### src/rtl/combination_if.sv
// Bus bundle for combination_fsm: run control, COO and product memory read ports,
// and the aggregated-row valid/ready output stream.
interface combination_if #(
  parameter int unsigned WEIGHT_COLS           = 3,
  parameter int unsigned DOT_WIDTH             = 16,
  parameter int unsigned COUNTER_EDGE_WIDTH    = 3,
  parameter int unsigned COUNTER_FEATURE_WIDTH = 3
);
  logic                               start;
  logic                               busy;
  logic                               done;
  logic                               err;
  logic                               coo_read_en;
  logic [COUNTER_EDGE_WIDTH-1:0]      coo_read_addr;
  logic [COUNTER_FEATURE_WIDTH-1:0]   coo_src;
  logic [COUNTER_FEATURE_WIDTH-1:0]   coo_dst;
  logic                               prod_read_en;
  logic [COUNTER_FEATURE_WIDTH-1:0]   prod_read_addr;
  logic [WEIGHT_COLS*DOT_WIDTH-1:0]   prod_row_data;
  logic                               out_valid;
  logic                               out_ready;
  logic [COUNTER_FEATURE_WIDTH-1:0]   out_row_addr;
  logic [WEIGHT_COLS*DOT_WIDTH-1:0]   out_row_data;

  modport master (
    input  start, coo_src, coo_dst, prod_row_data, out_ready,
    output busy, done, err, coo_read_en, coo_read_addr, prod_read_en, prod_read_addr,
           out_valid, out_row_addr, out_row_data
  );

  modport slave (
    output start, coo_src, coo_dst, prod_row_data, out_ready,
    input  busy, done, err, coo_read_en, coo_read_addr, prod_read_en, prod_read_addr,
           out_valid, out_row_addr, out_row_data
  );
endinterface

### src/rtl/combination_fsm.sv
// Aggregates product rows along a COO edge list (out[dst] += prod[src]) and then
// streams the aggregated rows out over a valid/ready handshake.
module combination_fsm #(
  parameter int unsigned FEATURE_ROWS          = 6,
  parameter int unsigned WEIGHT_COLS           = 3,
  parameter int unsigned NUM_EDGES             = 6,
  parameter int unsigned DOT_WIDTH             = 16,
  parameter int unsigned COUNTER_EDGE_WIDTH    = $clog2(NUM_EDGES),
  parameter int unsigned COUNTER_FEATURE_WIDTH = $clog2(FEATURE_ROWS)
) (
  input  logic          clk,
  input  logic          reset,
  combination_if.master bus
);

  localparam int unsigned RowWidth = WEIGHT_COLS * DOT_WIDTH;
  localparam logic [COUNTER_EDGE_WIDTH-1:0]    LastEdge = COUNTER_EDGE_WIDTH'(NUM_EDGES - 1);
  localparam logic [COUNTER_FEATURE_WIDTH-1:0] LastRow  = COUNTER_FEATURE_WIDTH'(FEATURE_ROWS - 1);
  localparam logic [COUNTER_FEATURE_WIDTH:0]   RowsExt  = (COUNTER_FEATURE_WIDTH + 1)'(FEATURE_ROWS);

  typedef enum logic [2:0] {
    StIdle, StClear, StReadCoo, StReadProd, StAccum, StStream, StDone
  } state_e;

  state_e state_q, state_d;

  logic [COUNTER_EDGE_WIDTH-1:0]    edge_count_q;
  logic [COUNTER_FEATURE_WIDTH-1:0] row_count_q;
  logic [COUNTER_FEATURE_WIDTH-1:0] dst_q;
  logic                             skip_q;
  logic                             err_q;
  logic                             out_valid_q;
  logic [COUNTER_FEATURE_WIDTH-1:0] out_row_addr_q;
  logic [RowWidth-1:0]              out_row_data_q;

  logic [DOT_WIDTH-1:0] row_buf_q [FEATURE_ROWS][WEIGHT_COLS];

  logic                             edge_bad;
  logic                             last_accept;
  logic [COUNTER_FEATURE_WIDTH-1:0] sel_row;
  logic [RowWidth-1:0]              sel_data;

  assign edge_bad = ({1'b0, bus.coo_src} >= RowsExt) || ({1'b0, bus.coo_dst} >= RowsExt);
  assign last_accept = out_valid_q && bus.out_ready && (row_count_q == LastRow);

  always_ff @(posedge clk or posedge reset) begin
    if (reset) begin
      state_q <= StIdle;
    end else begin
      state_q <= state_d;
    end
  end

  always_comb begin
    state_d          = state_q;
    bus.coo_read_en  = 1'b0;
    bus.prod_read_en = 1'b0;
    unique case (state_q)
      StIdle, StDone: begin
        if (bus.start) state_d = StClear;
      end
      StClear: state_d = StReadCoo;
      StReadCoo: begin
        bus.coo_read_en = 1'b1;
        state_d         = StReadProd;
      end
      StReadProd: begin
        bus.prod_read_en = !edge_bad;
        state_d          = StAccum;
      end
      StAccum: begin
        state_d = (edge_count_q == LastEdge) ? StStream : StReadCoo;
      end
      StStream: begin
        if (last_accept) state_d = StDone;
      end
      default: state_d = StIdle;
    endcase
  end

  assign bus.coo_read_addr  = edge_count_q;
  assign bus.prod_read_addr = (state_q == StReadProd) ? bus.coo_src : '0;
  assign bus.busy           = (state_q != StIdle) && (state_q != StDone);
  assign bus.done           = (state_q == StDone);
  assign bus.err            = err_q;
  assign bus.out_valid      = out_valid_q;
  assign bus.out_row_addr   = out_row_addr_q;
  assign bus.out_row_data   = out_row_data_q;

  // Row to present next: the current one while loading, else its successor.
  always_comb begin
    sel_row = row_count_q;
    if (out_valid_q && (row_count_q != LastRow)) sel_row = row_count_q + 1'b1;
    sel_data = '0;
    for (int unsigned c = 0; c < WEIGHT_COLS; c++) begin
      sel_data[c*DOT_WIDTH +: DOT_WIDTH] = row_buf_q[sel_row][c];
    end
  end

  always_ff @(posedge clk or posedge reset) begin
    if (reset) begin
      edge_count_q   <= '0;
      row_count_q    <= '0;
      dst_q          <= '0;
      skip_q         <= 1'b0;
      err_q          <= 1'b0;
      out_valid_q    <= 1'b0;
      out_row_addr_q <= '0;
      out_row_data_q <= '0;
    end else begin
      unique case (state_q)
        StClear: begin
          edge_count_q <= '0;
          row_count_q  <= '0;
          err_q        <= 1'b0;
          out_valid_q  <= 1'b0;
        end
        StReadProd: begin
          dst_q  <= bus.coo_dst;
          skip_q <= edge_bad;
          if (edge_bad) err_q <= 1'b1;
        end
        StAccum: begin
          if (edge_count_q == LastEdge) begin
            row_count_q <= '0;
          end else begin
            edge_count_q <= edge_count_q + 1'b1;
          end
        end
        StStream: begin
          // Output row is registered: one load cycle, then back-to-back rows on handshake.
          if (!out_valid_q) begin
            out_valid_q    <= 1'b1;
            out_row_addr_q <= sel_row;
            out_row_data_q <= sel_data;
          end else if (bus.out_ready) begin
            if (row_count_q == LastRow) begin
              out_valid_q <= 1'b0;
            end else begin
              row_count_q    <= sel_row;
              out_row_addr_q <= sel_row;
              out_row_data_q <= sel_data;
            end
          end
        end
        default: ;
      endcase
    end
  end

  // Buffer contents are don't-care until CLEAR, so no reset.
  always_ff @(posedge clk) begin
    if (state_q == StClear) begin
      for (int unsigned r = 0; r < FEATURE_ROWS; r++) begin
        for (int unsigned c = 0; c < WEIGHT_COLS; c++) begin
          row_buf_q[r][c] <= '0;
        end
      end
    end else if ((state_q == StAccum) && !skip_q) begin
      for (int unsigned c = 0; c < WEIGHT_COLS; c++) begin
        row_buf_q[dst_q][c] <= row_buf_q[dst_q][c] + bus.prod_row_data[c*DOT_WIDTH +: DOT_WIDTH];
      end
    end
  end

endmodule
### src/flat_wrapper.sv
// flat-port wrapper written by rule: the top's interface ports become plain ports
module combination_fsm_flat 
#(
  parameter int unsigned FEATURE_ROWS          = 6,
  parameter int unsigned WEIGHT_COLS           = 3,
  parameter int unsigned NUM_EDGES             = 6,
  parameter int unsigned DOT_WIDTH             = 16,
  parameter int unsigned COUNTER_EDGE_WIDTH    = $clog2(NUM_EDGES),
  parameter int unsigned COUNTER_FEATURE_WIDTH = $clog2(FEATURE_ROWS)
)
  (clk, reset, bus_start, bus_coo_src, bus_coo_dst, bus_prod_row_data, bus_out_ready, bus_busy, bus_done, bus_err, bus_coo_read_en, bus_coo_read_addr, bus_prod_read_en, bus_prod_read_addr, bus_out_valid, bus_out_row_addr, bus_out_row_data);
  combination_if #(.WEIGHT_COLS(WEIGHT_COLS), .DOT_WIDTH(DOT_WIDTH), .COUNTER_EDGE_WIDTH(COUNTER_EDGE_WIDTH), .COUNTER_FEATURE_WIDTH(COUNTER_FEATURE_WIDTH)) bus_i ();
  input  logic clk;
  input  logic reset;
  input wire logic [$bits(bus_i.start)-1:0] bus_start;
  input wire logic [$bits(bus_i.coo_src)-1:0] bus_coo_src;
  input wire logic [$bits(bus_i.coo_dst)-1:0] bus_coo_dst;
  input wire logic [$bits(bus_i.prod_row_data)-1:0] bus_prod_row_data;
  input wire logic [$bits(bus_i.out_ready)-1:0] bus_out_ready;
  output wire logic [$bits(bus_i.busy)-1:0] bus_busy;
  output wire logic [$bits(bus_i.done)-1:0] bus_done;
  output wire logic [$bits(bus_i.err)-1:0] bus_err;
  output wire logic [$bits(bus_i.coo_read_en)-1:0] bus_coo_read_en;
  output wire logic [$bits(bus_i.coo_read_addr)-1:0] bus_coo_read_addr;
  output wire logic [$bits(bus_i.prod_read_en)-1:0] bus_prod_read_en;
  output wire logic [$bits(bus_i.prod_read_addr)-1:0] bus_prod_read_addr;
  output wire logic [$bits(bus_i.out_valid)-1:0] bus_out_valid;
  output wire logic [$bits(bus_i.out_row_addr)-1:0] bus_out_row_addr;
  output wire logic [$bits(bus_i.out_row_data)-1:0] bus_out_row_data;
  assign bus_i.start = bus_start;
  assign bus_i.coo_src = bus_coo_src;
  assign bus_i.coo_dst = bus_coo_dst;
  assign bus_i.prod_row_data = bus_prod_row_data;
  assign bus_i.out_ready = bus_out_ready;
  assign bus_busy = bus_i.busy;
  assign bus_done = bus_i.done;
  assign bus_err = bus_i.err;
  assign bus_coo_read_en = bus_i.coo_read_en;
  assign bus_coo_read_addr = bus_i.coo_read_addr;
  assign bus_prod_read_en = bus_i.prod_read_en;
  assign bus_prod_read_addr = bus_i.prod_read_addr;
  assign bus_out_valid = bus_i.out_valid;
  assign bus_out_row_addr = bus_i.out_row_addr;
  assign bus_out_row_data = bus_i.out_row_data;
  combination_fsm #(.FEATURE_ROWS(FEATURE_ROWS), .WEIGHT_COLS(WEIGHT_COLS), .NUM_EDGES(NUM_EDGES), .DOT_WIDTH(DOT_WIDTH), .COUNTER_EDGE_WIDTH(COUNTER_EDGE_WIDTH), .COUNTER_FEATURE_WIDTH(COUNTER_FEATURE_WIDTH)) u_core (.clk(clk), .reset(reset), .bus(bus_i));
endmodule
### config.mk
export PLATFORM = sky130hd
export DESIGN_NAME = combination_fsm_flat
export DESIGN_NICKNAME = d
export VERILOG_FILES = /design/src/rtl/combination_if.sv /design/src/rtl/combination_fsm.sv /design/src/flat_wrapper.sv
export SDC_FILE = /design/constraint.sdc
export NUM_CORES = 1
export LEC_CHECK = 0
export ABC_CLOCK_PERIOD_IN_PS = 7300
export CAP_MARGIN = 15
export CORE_ASPECT_RATIO = 1.1
export CORE_UTILIZATION = 61
export DETAILED_ROUTE_END_ITERATION = 6
export PLACE_DENSITY = 0.78
export SLEW_MARGIN = 20
export SYNTH_ARGS = -nofsm -noshare
export SYNTH_HDL_FRONTEND = slang
export SYNTH_SLANG_ARGS = --single-unit
export TNS_END_PERCENT = 1
### constraint.sdc
create_clock -name clk -period 7.3 [get_ports clk]
set_input_delay 1.46 -clock clk [delete_from_list [all_inputs] [get_ports clk]]
set_output_delay 1.46 -clock clk [all_outputs]
set_load 0.01 [all_outputs]
==> results.md, run 1 <==
- Outcome: finished with violations
- Failing checks: design-rule violations
- Number of synthesized flops with an enable pin: 384
- Placement Setup Slack: approximately 2000 ps
- DIE WIDTH: about 190 um
- Synth cell types: between 80 and 90
- Vias in the first global route: between 15k and 20k
- CTS buffer count: 47
- Worst Skew: around 22 ps
- Dominant delay contributor by cell family on the critical path: simple AND/OR/NAND/NOR gates
- Layout net count: 2,164
- All-Layer GR Usage: 37.3%
- Site Rows: 76
- Final min period: around 5600 ps
- Clock H-tree levels: 2
- Detail-routed via count per cell: a little over 7
- GPL Wtd Cong: a little over 0.9
- Core area: around 40,000 um2
- Netlist Area Pre-Place: between 20,000 and 25,000 um2
- Post-route setup slack: approximately 1700 ps
- Routed wire length: 74,900 um
- DRC errors left: 2
- WP buf/inv: 1
- Total iterations of the first detailed-routing run: 7
- Post-CTS Resized: 0
- Critical path endpoint category: flip-flop
- Worst skew pair latency: about 570 ps
- RSZ-0062 raised after global routing: no
- Yosys warning count: 0
- Fin crit share: between 70% and 80%
- Tightest Pin Transition: 1170 ps
- Sequential area share after synthesis: 54.7%
- Element type at the critical path start: flip-flop
- Largest area contributor in the netlist: edfxtp_1
- Slew headroom: roughly 22%
- Worst-path clk slew: ~60 ps
- Layout cells sized above 1: 13.1%
- Commonest cells in the synthesized netlist: 384 x edfxtp_1, 348 x nor2_1, 131 x nand2_1, 130 x mux2i_1, 82 x a21oi_1
- HP Class: flip-flop to flip-flop
- DIE HEIGHT: 210 um
- Crit-path cells: nand2_1 -> nor2_1 -> a222oi_1 -> o21ai_0 -> ha_1 -> inv_1 -> fa_1 -> nor2b_1 -> o2111ai_2 -> and4_1 -> or2_1 -> a211oi_2 -> nor2_1
- Total of max-cap violations: 0
- CP max stage delay: about 1000 ps
- F_max: 180 MHz
- Count leader, synth: edfxtp_1
- Starting Density: 61.7%
- Worst Path Required: ~7600 ps
- Die area: roughly 40,000 um2
- Area after DPL: 25,600 um2
- Area Overhead vs Synth: 12.8%
- TritonCTS clock tree: done
- Net Count, Synth: between 2k and 2.5k
- Post-CTS Hold Buffers: 0
- Input/output buffers: 120
- Hold Violations, Final: 0
- Final setup violation count: 0
- Share of the synthesized area in the top cell type: between 40 and 50%
- Final core occ: around 70%
- Post-route ant nets: 0
- Ys async rst share: between 10 and 15%
- Worst-path maximum fanout: 52
- Clk buf depth: 3
- Crit Path Category: flip-flop to flip-flop
- FF+latch count, synth: 450
- Crit path DAT: slightly below 6000 ps
- Gr ovfl total: 0
- Leakage: between 10 and 15 nW
- Most used cell, CP: nor2_1
- Ys flop type: edfxtp_1
- Slowest stage cell, crit path: nor2_1
- IO Count: roughly 120
- Design Area, Final: around 27,000 um2
- Largest net degree at the start of global routing: between 100 and 150
- Final Power: approximately 15 mW
- Synth area leaders: edfxtp_1 48%, dfrtp_1 6.9%, mux4_2 6.0%
- CTS Sinks: 450
- Initial antenna violation count: 0
- Clk root buf: clkbuf_16
- Pins Over Slew Limit: 0
- Syn Inst Count: slightly below 2k
- Post-detail-place hpwl: roughly 43,000 um
- Peak VDD IR: about 0.00056 V
- First-pass GRT wire length: 110,000 um
- Synth Area per Inst: between 10 and 15 um2
- Wire per inst: 28.8 um
- Ant. Diodes: 0
- 1st-iter DRT viols: 2,474
- Routed via count: 18.6k
- Post CTS Setup Buffer Count: 0
- PD cells: 540 nW/um2
- Setup TNS: 0 ps
through the flow:
stage,instances,hold slack [ps]
2_1_floorplan,1980,507
3_3_place_gp,2510,462
3_5_place_dp,2510,477
4_1_cts,2597,493
5_1_grt,2598,512
6_report,2598,494
kinds of logic after synthesis:
group / synth area share (%)
simple gates: 9.68
flops: 54.7
compound gates: 14.3
mux: 12.8
buf+inv: 4.01
fa+ha+maj: 2.85
xor+xnor: 1.63
worst reg2reg max path, cell delays in order (launching register included):
cell and delay, ps:
dfrtp_4 980, nand2_1 530, nor2_1 1010, a222oi_1 250
o21ai_0 200, ha_1 260, inv_1 100, fa_1 470
nor2b_1 210, o2111ai_2 160, and4_1 240, or2_1 280
a211oi_2 480, nor2_1 120
final timing paths:
check | start | endpoint | slack [ps] | depth (start not counted)
max | u_core.dst_q[2] | u_core.row_buf_q[1][30] | 1740 | 13
min | u_core.bus.err | u_core.bus.err | 490 | 2
max reg2reg | u_core.dst_q[2] | u_core.row_buf_q[1][30] | 1740 | 13
min reg2reg | u_core.bus.err | u_core.bus.err | 490 | 2
max in group asynchronous | reset | u_core.dst_q[2] | 4730 | 3
min in group asynchronous | reset | u_core.bus.coo_read_addr[2] | 1230 | 2
layer usage:
metal | up-vias | track usage [%] | share of wire [%]
met5 | - | 0 | 0
li1 | 7651 | - | -
met3 | 305 | 6.83 | 12
met4 | 0 | 18.1 | 5.1
met2 | 1582 | 58.6 | 46
met1 | 9100 | 50.3 | 36
placed cells by master (no fill, tap or decap), types with 21 or more instances in the layout:
cell | netlist | layout
a21o_1 | 72 | 71
a21oi_1 | 82 | 82
a221oi_1 | 50 | 50
a22oi_1 | 24 | 24
buf_4 | 8 | 33
clkbuf_16 | 0 | 49
clkdlybuf4s50_1 | 0 | 120
dfrtp_1 | 66 | 63
edfxtp_1 | 384 | 384
ha_1 | 50 | 50
inv_1 | 70 | 69
mux2_2 | 28 | 28
mux2i_1 | 130 | 130
mux4_2 | 64 | 64
nand2_1 | 131 | 120
nor2_1 | 348 | 345
o21ai_0 | 55 | 55
o221ai_1 | 25 | 25
o221ai_2 | 30 | 30
xor2_1 | 21 | 21
final cells by class:
type,instances,area [um2]
clock buffer,69,1330
clock inverter,18,200
fill,2698,11900
inverter,71,268
multi-input combinational,1328,10100
sequential,450,13200
tap,507,634
timing repair buffer,155,1500
registers in the layout, summed over array words and instances (netlist names):
signal and count:
u_core.row_buf_q 384, u_core.bus.out_row_data 48, u_core.bus.coo_read_addr 3, u_core.bus.out_row_addr 3, u_core.dst_q 3, u_core.row_count_q 3, u_core.state_q 3, u_core.bus.err 1
u_core.bus.out_valid 1, u_core.skip_q 1
power by group:
part,internal (mW),switching [mW],leakage [nW]
clock network,1.41,1.00,0.752
registers,4.04,0.619,4.49
logic,2.63,4.97,5.84
(Power assumes the default switching activity.)
==> inputs of run 2 (changes only) <==
Settings changed: ABC_CLOCK_PERIOD_IN_PS 7300 to 5200.
Clock period 7.3 ns to 5.2 ns, I/O delays scaled along.
==> results.md, run 2 (synthesis results as in run 1) <==
- Outcome: finished, final reports clean
- Sw frac: 45.0% (about the same)
- RSZ-0062 raised after global routing: no
- Post-CTS Resized: 0 (unchanged)
- Pins Over Slew Limit: 0 (unchanged)
- WHS Endpoint: u_core.bus.out_row_addr[1]
- Gr ovfl total: 0 (unchanged)
- Element type at the critical path start: flip-flop
- Largest net degree at the start of global routing: 56 (-61%)
- Total iterations of the first detailed-routing run: 5 (-2)
- Comb power frac: 53.3% (+1.5 points)
- Hold path startpoint: u_core.bus.out_row_addr[1]
- First-pass GRT wire length: 112,000 um (+1.6%)
- Hold Path Cell Cnt: 2 (unchanged)
- Psw: 9.39 mW (+42%)
- Multi-input gate area: 10,000 um2 (-0.34%)
- R2r worst-path depth: 12 (-1)
- Slew headroom: 28.3% (+6.4 points)
- Ant. Diodes: 0 (unchanged)
- Worst skew pair latency: 570 ps (about the same)
- PD cells: 760 nW/um2 (+41%)
- Wire per inst: 28.7 um (-0.37%)
- IO Count: 121 (unchanged)
- Detail-routed via count per cell: 7.10 (-1.1%)
- Number of flip-flops in the largest register: 384 (unchanged)
- Final setup violation count: 0 (unchanged)
- Initial antenna violation count: 1 (+1)
- CTS buffer count: 46 (-2.1%)
- Hold Violations, Final: 0 (unchanged)
- FF+latch area: 13,200 um2 (unchanged)
- Clk root buf: clkbuf_16
- GPL Wtd Cong: 0.940 (+3.9%)
- Leakage: 11.2 nW (+1.0%)
- Site Rows: 76 (unchanged)
- Clk buf depth: 3 (unchanged)
- Most common cell after layout, fill and taps aside: edfxtp_1
- Critical path endpoint category: flip-flop
- Power share of the sequential group: 30.6% (-1.2 points)
- Post-route ant nets: 0 (unchanged)
- RR Endpoint: u_core.row_buf_q[5][12]
- Crit Path Category: flip-flop to flip-flop
- Routed via count: 18.7k (+0.064%)
- Worst Path Required: 5470 ps (-2110 ps)
- Design Area, Final: 27,500 um2 (+1.1%)
- Vias in the first global route: 18.4k (+1.4%)
- Layout fillers: 2,671 (-1.0%)
- WHS: 482 ps (-12.8 ps)
- Final core occ: 70.3% (+0.75 points)
- R2R setup slack: 620 ps (-1120 ps)
- Worst-path clk slew: 60 ps (about the same)
- Commonest cells after routing, fill and taps aside: 384 x edfxtp_1, 348 x nor2_1, 130 x mux2i_1, 120 x nand2_1, 120 x clkdlybuf4s50_1
- CTS Sinks: 450 (unchanged)
- Input/output buffers: 120 (unchanged)
- Fin crit share: 88.0% (+12 points)
- All-Layer GR Usage: 38.0% (+0.65 points)
- Layout cells sized above 1: 14.3% (+1.2 points)
- Crit path DAT: 4850 ps (-980 ps)
- DRC errors left: 0 (-2)
- Clock H-tree levels: 2 (unchanged)
- Post-CTS Hold Buffers: 0 (unchanged)
- Routed wire length: 75,400 um (+0.78%)
- Pint: 11.5 mW (+42%)
- Layout net count: 2,194 (+1.4%)
- Die area: 40,300 um2 (unchanged)
- Core area: 39,100 um2 (unchanged)
- Peak VDD IR: 0.000518 V (-7.8%)
- HP Class: flip-flop to flip-flop
- 1st-iter DRT viols: 2,487 (+0.53%)
- Worst Skew: 10.6 ps (-11.9 ps)
- Post-detail-place hpwl: 45,000 um (+5.7%)
- DIE HEIGHT: 210 um (unchanged)
- Area Overhead vs Synth: 14.0%
- Post CTS Setup Buffer Count: 0 (unchanged)
- FF-to-FF Start: u_core.dst_q[2]
- Starting Density: 61.7% (unchanged)
- Largest Register: u_core.row_buf_q
- Total of max-cap violations: 0 (unchanged)
- Clock power frac: 16.1% (-0.3 points)
- Final min period: 4580 ps (-979 ps)
- Area after DPL: 25,900 um2 (+1.2%)
- Tightest Pin Transition: 1070 ps (-97.0 ps)
- DIE WIDTH: 192 um (unchanged)
- F_max: 218 MHz (+21%)
- TritonCTS clock tree: done
- Worst-path maximum fanout: 55 (+5.8%)
[run 2: layout make-up]
class | instances | area share, %
clock buffer | 63 | 4.73
clock inverter | 23 | 0.820
inverter | 71 | 0.974
multi-input combinational | 1328 | 36.5
sequential | 450 | 48.0
tap | 507 | 2.31
timing repair buffer | 186 | 6.66
[run 2: power by group through the flow]
stage               Clock, mW  Sequential (mW)  Combinational [mW]
floorplan                   0             6.17                7.37
global placement            0             6.36                10.5
detailed placement          0             6.41                10.8
CTS                      3.35             6.35                10.8
global route             3.49             6.47                11.8
finish                   3.35             6.39                11.1
[run 2: worst max-delay path by stage]
stage,depth (start not counted),from,to
after floorplan,4,u_core.dst_q[2],u_core.row_buf_q[7][0]
after global placement,12,u_core.dst_q[2],u_core.row_buf_q[7][12]
after detailed placement,12,u_core.dst_q[2],u_core.row_buf_q[7][14]
after CTS,12,u_core.dst_q[2],u_core.row_buf_q[5][12]
after global routing,13,u_core.dst_q[2],u_core.row_buf_q[7][12]
final,12,u_core.dst_q[2],u_core.row_buf_q[5][12]
[run 2: metal layers]
layer / vias to the layer above / track usage (%) / share of wire (%)
met3: 348 / 8.06 / 13
met2: 1575 / 59.4 / 46
met5: - / 0 / 0.017
met4: 2 / 21.7 / 6.1
li1: 7706 / - / -
met1: 9019 / 49.2 / 34
[run 2: metrics by stage]
stage	total power, mW	cells	setup slack (ps)	TNS, ps
final	20.9	2628	622	0
after detailed placement	17.2	2541	757	0
after global routing	21.8	2628	468	0
after floorplan	13.5	1980	-836	-40120
after CTS	20.5	2627	713	0
after global placement	16.8	2541	903	0
[run 2: worst max-delay path: stages (launching register included)]
cell	delay (ps)
dfrtp_4	670
buf_12	410
nor3_2	210
a222oi_1	470
o21ai_0	170
ha_1	290
fa_1	460
a21o_1	240
a311oi_1	300
o31a_1	260
o21ai_1	120
xnor2_1	510
nor2_1	130
